### src/rtl/r16_addr_sched_if.sv
// Handshake/bus bundle for the radix-16 FFT read-address scheduler.
// The bench drives start/hold; the scheduler drives the read address.
interface r16_addr_sched_if #(
  parameter int A_WIDTH = 11
);
  logic               start;
  logic               hold;
  logic               rd_valid;
  logic               BN_out;
  logic [A_WIDTH-1:0] MA_out;
  logic [1:0]         stage_out;
  logic               busy;
  logic               done;

  modport master (
    output start, hold,
    input  rd_valid, BN_out, MA_out,
    input  stage_out, busy, done
  );

  modport slave (
    input  start, hold,
    output rd_valid, BN_out, MA_out,
    output stage_out, busy, done
  );
endinterface

### src/rtl/r16_addr_sched.sv
// Radix-16 FFT read-address scheduler: issues one BN/MA per cycle
// per stage, with a fixed writeback drain between stages.
module r16_addr_sched #(
  parameter int A_WIDTH   = 11,
  parameter int STAGE_NUM = 3,
  parameter int PIPE_LAT  = 48
) (
  input logic              clk,
  input logic              rst_n,
  r16_addr_sched_if.slave  bus
);
  localparam int CNT_W = A_WIDTH + 1;
  localparam int DW    = $clog2(PIPE_LAT);
  localparam logic [CNT_W-1:0] J_MAX = '1;
  localparam logic [DW-1:0] D_LAST = DW'(PIPE_LAT - 1);
  localparam logic [1:0] S_LAST = 2'(STAGE_NUM - 1);

  typedef enum logic [1:0] {
    IDLE, ISSUE, DRAIN, DONE
  } state_t;

  state_t             state_q, state_d;
  logic [CNT_W-1:0]   j_q, j_d;
  logic [1:0]         stage_q, stage_d;
  logic [DW-1:0]      drain_q, drain_d;
  logic               rd_valid_q, rd_valid_d;
  logic               bn_q, bn_d;
  logic [A_WIDTH-1:0] ma_q, ma_d;
  logic               busy_q, busy_d;
  logic               done_q, done_d;

  // Rotate j left by one hex digit per stage; bank = parity of digit LSBs.
  function automatic logic [CNT_W-1:0] map(
    input logic [CNT_W-1:0] j,
    input logic [1:0]       s
  );
    logic [2*CNT_W-1:0] w;
    logic [CNT_W-1:0]   idx;
    logic               bn;
    w   = {j, j} << (4 * s);
    idx = w[2*CNT_W-1:CNT_W];
    bn  = 1'b0;
    for (int k = 0; k < STAGE_NUM; k++) bn ^= idx[4*k];
    return {bn, idx[CNT_W-1:1]};
  endfunction

  always_comb begin
    state_d    = state_q;
    j_d        = j_q;
    stage_d    = stage_q;
    drain_d    = drain_q;
    rd_valid_d = 1'b0;
    bn_d       = bn_q;
    ma_d       = ma_q;
    busy_d     = busy_q;
    done_d     = 1'b0;
    unique case (state_q)
      IDLE: begin
        if (bus.start) begin
          state_d      = ISSUE;
          stage_d      = 2'd0;
          j_d          = '0;
          busy_d       = 1'b1;
          rd_valid_d   = 1'b1;
          {bn_d, ma_d} = map('0, 2'd0);
        end
      end
      ISSUE: begin
        if (!bus.hold) begin
          if (j_q != J_MAX) begin
            j_d          = j_q + 1'b1;
            rd_valid_d   = 1'b1;
            {bn_d, ma_d} = map(j_q + 1'b1, stage_q);
          end else begin
            state_d = DRAIN;
            drain_d = '0;
          end
        end
      end
      DRAIN: begin
        if (drain_q != D_LAST) begin
          drain_d = drain_q + 1'b1;
        end else if (stage_q != S_LAST) begin
          state_d      = ISSUE;
          stage_d      = stage_q + 2'd1;
          j_d          = '0;
          drain_d      = '0;
          rd_valid_d   = 1'b1;
          {bn_d, ma_d} = map('0, stage_q + 2'd1);
        end else begin
          state_d = DONE;
          stage_d = 2'd0;
          j_d     = '0;
          drain_d = '0;
          bn_d    = 1'b0;
          ma_d    = '0;
          busy_d  = 1'b0;
          done_d  = 1'b1;
        end
      end
      DONE: begin
        state_d = IDLE;
      end
      default: begin
        state_d = IDLE;
      end
    endcase
  end

  always_ff @(posedge clk or negedge rst_n) begin
    if (!rst_n) begin
      state_q    <= IDLE;
      j_q        <= '0;
      stage_q    <= 2'd0;
      drain_q    <= '0;
      rd_valid_q <= 1'b0;
      bn_q       <= 1'b0;
      ma_q       <= '0;
      busy_q     <= 1'b0;
      done_q     <= 1'b0;
    end else begin
      state_q    <= state_d;
      j_q        <= j_d;
      stage_q    <= stage_d;
      drain_q    <= drain_d;
      rd_valid_q <= rd_valid_d;
      bn_q       <= bn_d;
      ma_q       <= ma_d;
      busy_q     <= busy_d;
      done_q     <= done_d;
    end
  end

  assign bus.rd_valid  = rd_valid_q;
  assign bus.BN_out    = bn_q;
  assign bus.MA_out    = ma_q;
  assign bus.stage_out = stage_q;
  assign bus.busy      = busy_q;
  assign bus.done      = done_q;
endmodule

### src/flat_wrapper.sv
// flat-port wrapper written by rule: the top's interface ports become plain ports
module r16_addr_sched_flat 
#(
  parameter int A_WIDTH   = 11,
  parameter int STAGE_NUM = 3,
  parameter int PIPE_LAT  = 48
)
  (clk, rst_n, bus_start, bus_hold, bus_rd_valid, bus_BN_out, bus_MA_out, bus_stage_out, bus_busy, bus_done);
  r16_addr_sched_if #(.A_WIDTH(A_WIDTH)) bus_i ();
  input logic clk;
  input logic rst_n;
  input wire logic [$bits(bus_i.start)-1:0] bus_start;
  input wire logic [$bits(bus_i.hold)-1:0] bus_hold;
  output wire logic [$bits(bus_i.rd_valid)-1:0] bus_rd_valid;
  output wire logic [$bits(bus_i.BN_out)-1:0] bus_BN_out;
  output wire logic [$bits(bus_i.MA_out)-1:0] bus_MA_out;
  output wire logic [$bits(bus_i.stage_out)-1:0] bus_stage_out;
  output wire logic [$bits(bus_i.busy)-1:0] bus_busy;
  output wire logic [$bits(bus_i.done)-1:0] bus_done;
  assign bus_i.start = bus_start;
  assign bus_i.hold = bus_hold;
  assign bus_rd_valid = bus_i.rd_valid;
  assign bus_BN_out = bus_i.BN_out;
  assign bus_MA_out = bus_i.MA_out;
  assign bus_stage_out = bus_i.stage_out;
  assign bus_busy = bus_i.busy;
  assign bus_done = bus_i.done;
  r16_addr_sched #(.A_WIDTH(A_WIDTH), .STAGE_NUM(STAGE_NUM), .PIPE_LAT(PIPE_LAT)) u_core (.clk(clk), .rst_n(rst_n), .bus(bus_i));
endmodule
### config.mk
export PLATFORM = sky130hd
export DESIGN_NAME = r16_addr_sched_flat
export DESIGN_NICKNAME = d
export VERILOG_FILES = /design/src/rtl/r16_addr_sched_if.sv /design/src/rtl/r16_addr_sched.sv /design/src/flat_wrapper.sv
export SDC_FILE = /design/constraint.sdc
export NUM_CORES = 1
export LEC_CHECK = 0
export CORE_AREA = 4 4 103 105
export CTS_BUF_LIST = sky130_fd_sc_hd__clkbuf_4
export DETAILED_ROUTE_END_ITERATION = 10
export DIE_AREA = 0 0 107 109
export PLACE_DENSITY_LB_ADDON = 0.2
export SETUP_SLACK_MARGIN = 0.15
export SLEW_MARGIN = 0
export SYNTH_ARGS = -nofsm -noshare
export SYNTH_HDL_FRONTEND = slang
export SYNTH_SLANG_ARGS = --single-unit
### constraint.sdc
create_clock -name clk -period 2.1 [get_ports clk]
set_input_delay 0.315 -clock clk [delete_from_list [all_inputs] [get_ports clk]]
set_output_delay 0.315 -clock clk [all_outputs]
set_load 0.005 [all_outputs]
==> impl_metrics.py, run 1 <==
metrics = {
    "finish": {
        "drive_above_1_share": 0.2719,
        "final_area_sq_um": 3223,
        "fillers": 1017,
        "nets": 329,
        "area.growth.synth_to_final_pct": 36.37,
    },
    "placement": {
        "placed_area_sq_um": 2933,
        "numPortBuffers": 20,
        "dp_hpwl_mm": 5.056,
        "gp_congestion": 0.8135,
    },
    "setup_path": {
        "r2r_slack_ns": 0.13,
        "required_ns": 2.40,
        "reg2reg_depth": 5,
        "worst_setup_path_start_kind": "flop",
        "criticalPathCategory": "flop to flop",
        "r2r-end": "u_core.bus.MA_out[6]",
        "critPathArrivalTime_ns": 2.28,
        "cp.buffers_inverters": 0,
        "crit_family": "simple AND/OR/NAND/NOR gates",
        "rr_startpoint": "u_core.j_q[2]",
        "crit_fanout": 6,
        "cpPeakStageDelay_ns": 0.56,
        "cp_slowest_cell": "or4_4",
        "cp.depth": 5,
        "crit_path_cell_trace": "nand4_4 > or4_4 > and2_4 > a222oi_1 > a22o_1",
        "cp-end-kind": "flop",
    },
    "synthesis": {
        "synth-seq-cells": 37,
        "synth_fp_nets": 266,
        "synth_edf_count": 0,
        "ys_top_cells_by_count": "37 x dfrtp_1, 32 x nand2_1, 17 x o21ai_0",
        "synthFlopType": "dfrtp_1",
        "synth_top_cell_area_share": 0.3917,
        "synth_most_common_cell": "dfrtp_1",
        "async_reset_ff_frac": 1.000,
        "syn_area_per_cell_sq_um": 9.232,
        "yosys_warnings": 0,
        "syn_inst": 256,
        "netlist_area_sq_um": 2364,
        "synth_area_leaders": "dfrtp_1 39%, nand2_1 5.1%, a22o_1 4.4%, o21ai_0 3.6%, ha_1 3.2%",
        "ys_seq_area_frac": 0.3917,
        "ys_types": 62,
        "synth_area_leader_cell": "dfrtp_1",
    },
    "floorplan": {
        "fp.dieW_um": 107,
        "die-area_sq_um": 11660,
        "initial_core_util": 0.2452,
        "io_pins": 21,
        "die_h_um": 109,
        "design.core.area_sq_um": 9639,
        "row_count": 36,
    },
    "clock_network": {
        "cts_buffers": 5,
        "cts_max_level": 2,
        "clock_path_buffers": 2,
        "cts_sinks": 37,
        "path_clk_slew_ns": 0.13,
        "cts_root_buffer": "clkbuf_4",
        "clock_latency_ns": 0.35,
        "cts_tree": "done",
    },
    "power_and_ir_drop": {
        "peakVddDrop_uv": 168.8,
        "p_leak_nw": 1.395,
        "p_per_area_nw_per_um2": 381.2,
    },
    "timing": {
        "rsz0062_at_grt": "true",
        "clock.fmax_mhz": 506.4,
        "tightest_slew_ns": 0.4559,
        "hold_viol_final": 0,
        "report.final.slew_viol_count": 0,
        "final.setup.tns_ns": 0,
        "finalClockSkew_ns": 0.01207,
        "setup_violations": 0,
        "fin_crit_sh": 0.9403,
        "maxSlewHeadroom": 0.6961,
        "period_needed_ns": 1.975,
    },
    "flow_run": {
        "maxCapViolations": 0,
    },
    "run_status": {
        "status": "completed",
    },
    "global_route": {
        "grtUsageTotal": 0.1243,
        "antenna_found_initial": 1,
        "grt_pass1_vias": 2172,
        "grt_pass1_wl_mm": 11.44,
        "grt_max_degree": 26,
        "overflow": 0,
    },
    "routing": {
        "ant_nets": 0,
        "drt_iter0_drc": 176,
        "routed_via_density": 4.989,
        "dr_total_vias": 2265,
        "routed_wl_mm": 7.054,
        "drt_first_pass_iters": 4,
        "wl_per_cell_um": 15.54,
        "drc": 0,
    },
    "min_path": {
        "hold_class": "input port to asynchronous set/reset pin",
    },
}
-- flip-flops by register name, summed over array words and instances (netlist names) --
register              flops
u_core.bus.BN_out         1
u_core.bus.MA_out        11
u_core.state_q            2
u_core.bus.rd_valid       1
u_core.bus.done           1
u_core.drain_q            6
u_core.bus.busy           1
u_core.bus.stage_out      2
u_core.j_q               12
-- layer usage --
layer	wire length, um	part of all wire	GRT usage	vias to the layer above
met2	3142	0.45	0.1866	56
met5	0	0	0	-
met1	3552	0.50	0.1804	1100
met3	259	0.037	0.01895	5
li1	-	-	-	1104
met4	100	0.014	0.04566	0
-- repair_timing --
action                                 4_1_cts  5_1_grt
endpoints found under the hold margin       17        0
pin swaps                                    3       13
setup endpoints to repair                   17       26
cloned                                       0        0
setup buffers                                6        9
gates resized for setup                      7       24
hold buffers                                 1        0
-- layout make-up --
class	count	area [sq um]	area share
multi-input combinational	196	1436	0.4457
clock buffer	5	37.54	0.01165
tap	133	166.4	0.05163
clock inverter	3	12.51	0.003882
antenna	1	2.502	0.0007764
sequential	37	932.1	0.2892
inverter	9	33.78	0.01048
timing repair buffer	70	601.8	0.1867
-- power breakdown --
group | internal [mW] | leakage [nW] | switching (mW)
sequential | 0.720 | 0.490 | 0.00480
clock | 0.121 | 0.0301 | 0.259
combinational | 0.0581 | 0.875 | 0.0655
-- worst register-to-register path: cells and delay by family, from the launching register on --
| kind | cells | cell delay (ns) |
|---|---|---|
| AND/OR/NAND/NOR | 3 | 0.92 |
| flip-flops | 1 | 0.51 |
| AO/OA/AOI/OAI | 2 | 0.50 |
-- worst max-delay path by stage --
stage	from	end	slack, ns
2_1_floorplan	u_core.j_q[0]	u_core.drain_q[2]	0.16
3_3_place_gp	bus_hold	u_core.drain_q[5]	0.1
3_5_place_dp	bus_hold	u_core.drain_q[5]	0.06
4_1_cts	u_core.j_q[9]	u_core.drain_q[5]	0.12
5_1_grt	u_core.j_q[2]	u_core.bus.MA_out[6]	0.01
6_report	u_core.j_q[2]	u_core.bus.MA_out[6]	0.13
-- metrics by stage --
| stage | hold WS [ns] | total power [mW] | cells | utilization | setup slack (ns) |
|---|---|---|---|---|---|
| 6_report | 0.4330 | 1.229 | 454 | 0.3344 | 0.1254 |
| 5_1_grt | 0.4606 | 1.307 | 454 | 0.3344 | 0.01327 |
| 4_1_cts | 0.4459 | 1.247 | 444 | 0.3176 | 0.1225 |
| 3_5_place_dp | 0.3123 | 0.8536 | 429 | 0.3043 | 0.05600 |
| 3_3_place_gp | 0.2957 | 0.8526 | 429 | 0.3043 | 0.09561 |
| 2_1_floorplan | 0.01941 | 0.7867 | 256 | - | 0.1636 |
-- placed cells by master, fill, tap and decap left out, types with 6 or more instances in the layout --
master / n
a21oi_1: 10
a22o_1: 12
buf_4: 46
clkdlybuf4s50_1: 19
dfrtp_1: 32
inv_1: 9
nand2_1: 32
nand3_1: 9
nor2_1: 11
nor3_1: 6
o21ai_0: 13
o31ai_1: 9
-- kinds of logic (layout without fill, tap and decap cells) --
logic type,count (synthesis),count (layout),synth area share
compound gates,88,88,0.2800
xor+xnor,6,6,0.02223
fa+ha+maj,6,6,0.03176
buf+inv,23,87,0.04923
flops,37,37,0.3917
mux,3,3,0.01323
other cells,0,1,0
simple gates,93,93,0.2118
No activity file was read; power rests on OpenSTA's default activity.
==> inputs of run 2 (changes only) <==
- SETUP_SLACK_MARGIN: 0.15 -> 0.1
==> run 2 against run 1 <==
Net effect: register-to-register slack gained 0.03 ns; fmax grew 1.6%; combinational power shrank 8%; worst hold slack lost 0.0017 ns; sequential share of layout area grew 1.2 points; global-route usage grew 0.66 points; final area shrank 4.3%; utilization shrank 1.5 points; sequential power is essentially flat; flip-flop and latch count is the same; highest routed layer unchanged.
==> impl_metrics.py, run 2 (same netlist as run 1, synthesis figures left out) <==
metrics = {
    "run_status": {
        "status": "completed",
    },
    "setup_path": {
        "worst_setup_path_start_kind": "flop",
        "rr_startpoint": "u_core.j_q[0]",
        "crit_fanout": 4,
        "critPathLaunch": "u_core.j_q[0]",
        "crit_path_cell_trace": "ha_1 > nand3_1 > buf_4 > o31a_1 > or2_2 > o21ai_1 > o31ai_1",
        "crit_family": "compound AO/OA/AOI/OAI gates",
        "criticalPathCategory": "flop to flop",
        "cpPeakStageDelay_ns": 0.39,
        "cp_slowest_cell": "dfrtp_2",
        "cp.buffers_inverters": 1,
        "critPathArrivalTime_ns": 2.20,
        "cp-end-kind": "flop",
        "required_ns": 2.36,
    },
    "clock_network": {
        "cts_max_level": 2,
        "cts_tree": "done",
        "clock_latency_ns": 0.36,
        "cts_root_buffer": "clkbuf_4",
        "cts_buffers": 5,
        "path_clk_slew_ns": 0.14,
        "cts_sinks": 37,
        "clock_path_buffers": 2,
    },
    "power_and_ir_drop": {
        "p_int_uw": 896.9,
        "seqPwrFrac": 0.583,
        "p_leak_nw": 1.345,
        "netSwitchingFraction": 0.2783,
        "peakVddDrop_uv": 238.9,
        "p_sw_uw": 345.8,
        "p_comb_frac": 0.092,
        "p_per_area_nw_per_um2": 403.1,
        "pwr-share-clk": 0.325,
    },
    "placement": {
        "gp_congestion": 0.8224,
        "dp_hpwl_mm": 5.443,
        "dp_cells": 433,
        "numPortBuffers": 20,
    },
    "finish": {
        "final_cell_mix": "41 x buf_4, 34 x dfrtp_1, 32 x nand2_1",
        "multiInputGateArea_sq_um": 1363,
        "final_common_cell": "buf_4",
        "regArea_sq_um": 929.6,
        "nets": 322,
        "drive_above_1_share": 0.2300,
        "area.growth.synth_to_final_pct": 30.44,
        "regMostFlops": "u_core.j_q",
        "fin_util": 0.3198,
        "largest_reg_flops": 12,
        "fillers": 1030,
        "final_cells": 447,
    },
    "floorplan": {
        "design.core.area_sq_um": 9639,
        "io_pins": 21,
        "fp.dieW_um": 107,
        "initial_core_util": 0.2452,
        "die-area_sq_um": 11660,
        "die_h_um": 109,
        "row_count": 36,
    },
    "timing": {
        "fin_crit_sh": 0.9257,
        "period_needed_ns": 1.944,
        "report.final.slew_viol_count": 0,
        "setup_violations": 0,
        "tightest_slew_ns": 0.4802,
        "rsz0062_at_grt": "true",
        "maxSlewHeadroom": 0.6798,
        "clock.fmax_mhz": 514.4,
        "final.setup.tns_ns": 0,
        "hold_viol_final": 0,
        "finalClockSkew_ns": 0.01702,
    },
    "global_route": {
        "grt.met3_usage": 0.02427,
        "grt_pass1_vias": 2191,
        "grt_max_degree": 26,
        "grt-busiest-layer": "met2",
        "grtUsageTotal": 0.1309,
        "overflow": 0,
        "use_met2": 0.2149,
        "grt_use_met1": 0.1742,
        "grt_pass1_wl_mm": 11.95,
        "antenna_found_initial": 1,
    },
    "routing": {
        "drc": 0,
        "drt_first_pass_iters": 4,
        "ant_nets": 0,
        "drt_iter0_drc": 176,
        "routed_wl_mm": 7.305,
        "dr_total_vias": 2230,
        "routed_via_density": 4.989,
        "wl_per_cell_um": 16.34,
    },
    "flow_run": {
        "maxCapViolations": 0,
    },
    "min_path": {
        "hold_class": "input port to asynchronous set/reset pin",
    },
}
## run 2: routing by layer
metal | vias up | wire length [um]
li1 | 1091 | -
met1 | 1069 | 3370
met2 | 64 | 3387
met3 | 6 | 467
met4 | 0 | 80
met5 | - | 0
## run 2: final cells by class
cell class,instances,area share
Antenna cell,1,0.0008117
Clock buffer,5,0.01218
Clock inverter,3,0.005682
Inverter,9,0.01096
Multi-Input combinational cell,196,0.4420
Sequential cell,37,0.3015
Tap cell,133,0.05398
Timing Repair Buffer,63,0.1729
## run 2: worst paths after layout
path	endpoint	slack, ns	cells after the start
min in group clk	u_core.bus.MA_out[7]	0.49	2
worst min-delay path	u_core.j_q[2]	0.43	2
max in group asynchronous	u_core.bus.busy	1.02	3
worst min register to register	u_core.bus.MA_out[7]	0.49	2
worst max-delay path	u_core.bus.MA_out[1]	0.16	7
worst max register to register	u_core.bus.MA_out[1]	0.16	7
## run 2: stage by stage
step | hold WS (ns) | cell area [sq um] | power (mW) | setup slack [ns]
floorplan | 0.01941 | 2370 | 0.7865 | 0.1215
global placement | 0.3001 | 2945 | 0.8522 | 0.07712
detailed placement | 0.3033 | 2945 | 0.8522 | 0.01911
CTS | 0.4291 | 3038 | 1.276 | 0.09264
global route | 0.4548 | 3083 | 1.323 | 0.06551
finish | 0.4312 | 3083 | 1.243 | 0.1561
## run 2: power groups by stage
stage | Combinational, mW | Sequential (mW) | Clock [mW]
after global placement | 0.114 | 0.738 | 0
after floorplan | 0.0451 | 0.741 | 0
final | 0.114 | 0.724 | 0.404
after detailed placement | 0.114 | 0.738 | 0
after global routing | 0.127 | 0.726 | 0.470
after CTS | 0.117 | 0.725 | 0.435
## run 2: worst reg2reg max path: stages (launching register included)
cell and delay (ns):
dfrtp_2 0.39, ha_1 0.17, nand3_1 0.16, buf_4 0.21, o31a_1 0.31, or2_2 0.32, o21ai_1 0.19, o31ai_1 0.09
## run 2: repair_timing
action | CTS | global route
setup buffers | 1 | 3
endpoints found under the setup margin | 8 | 20
endpoints found under the hold margin | 19 | 0
resized for setup | 6 | 6
cloned | 0 | 0
pin swaps | 3 | 5
hold buffers | 1 | 0
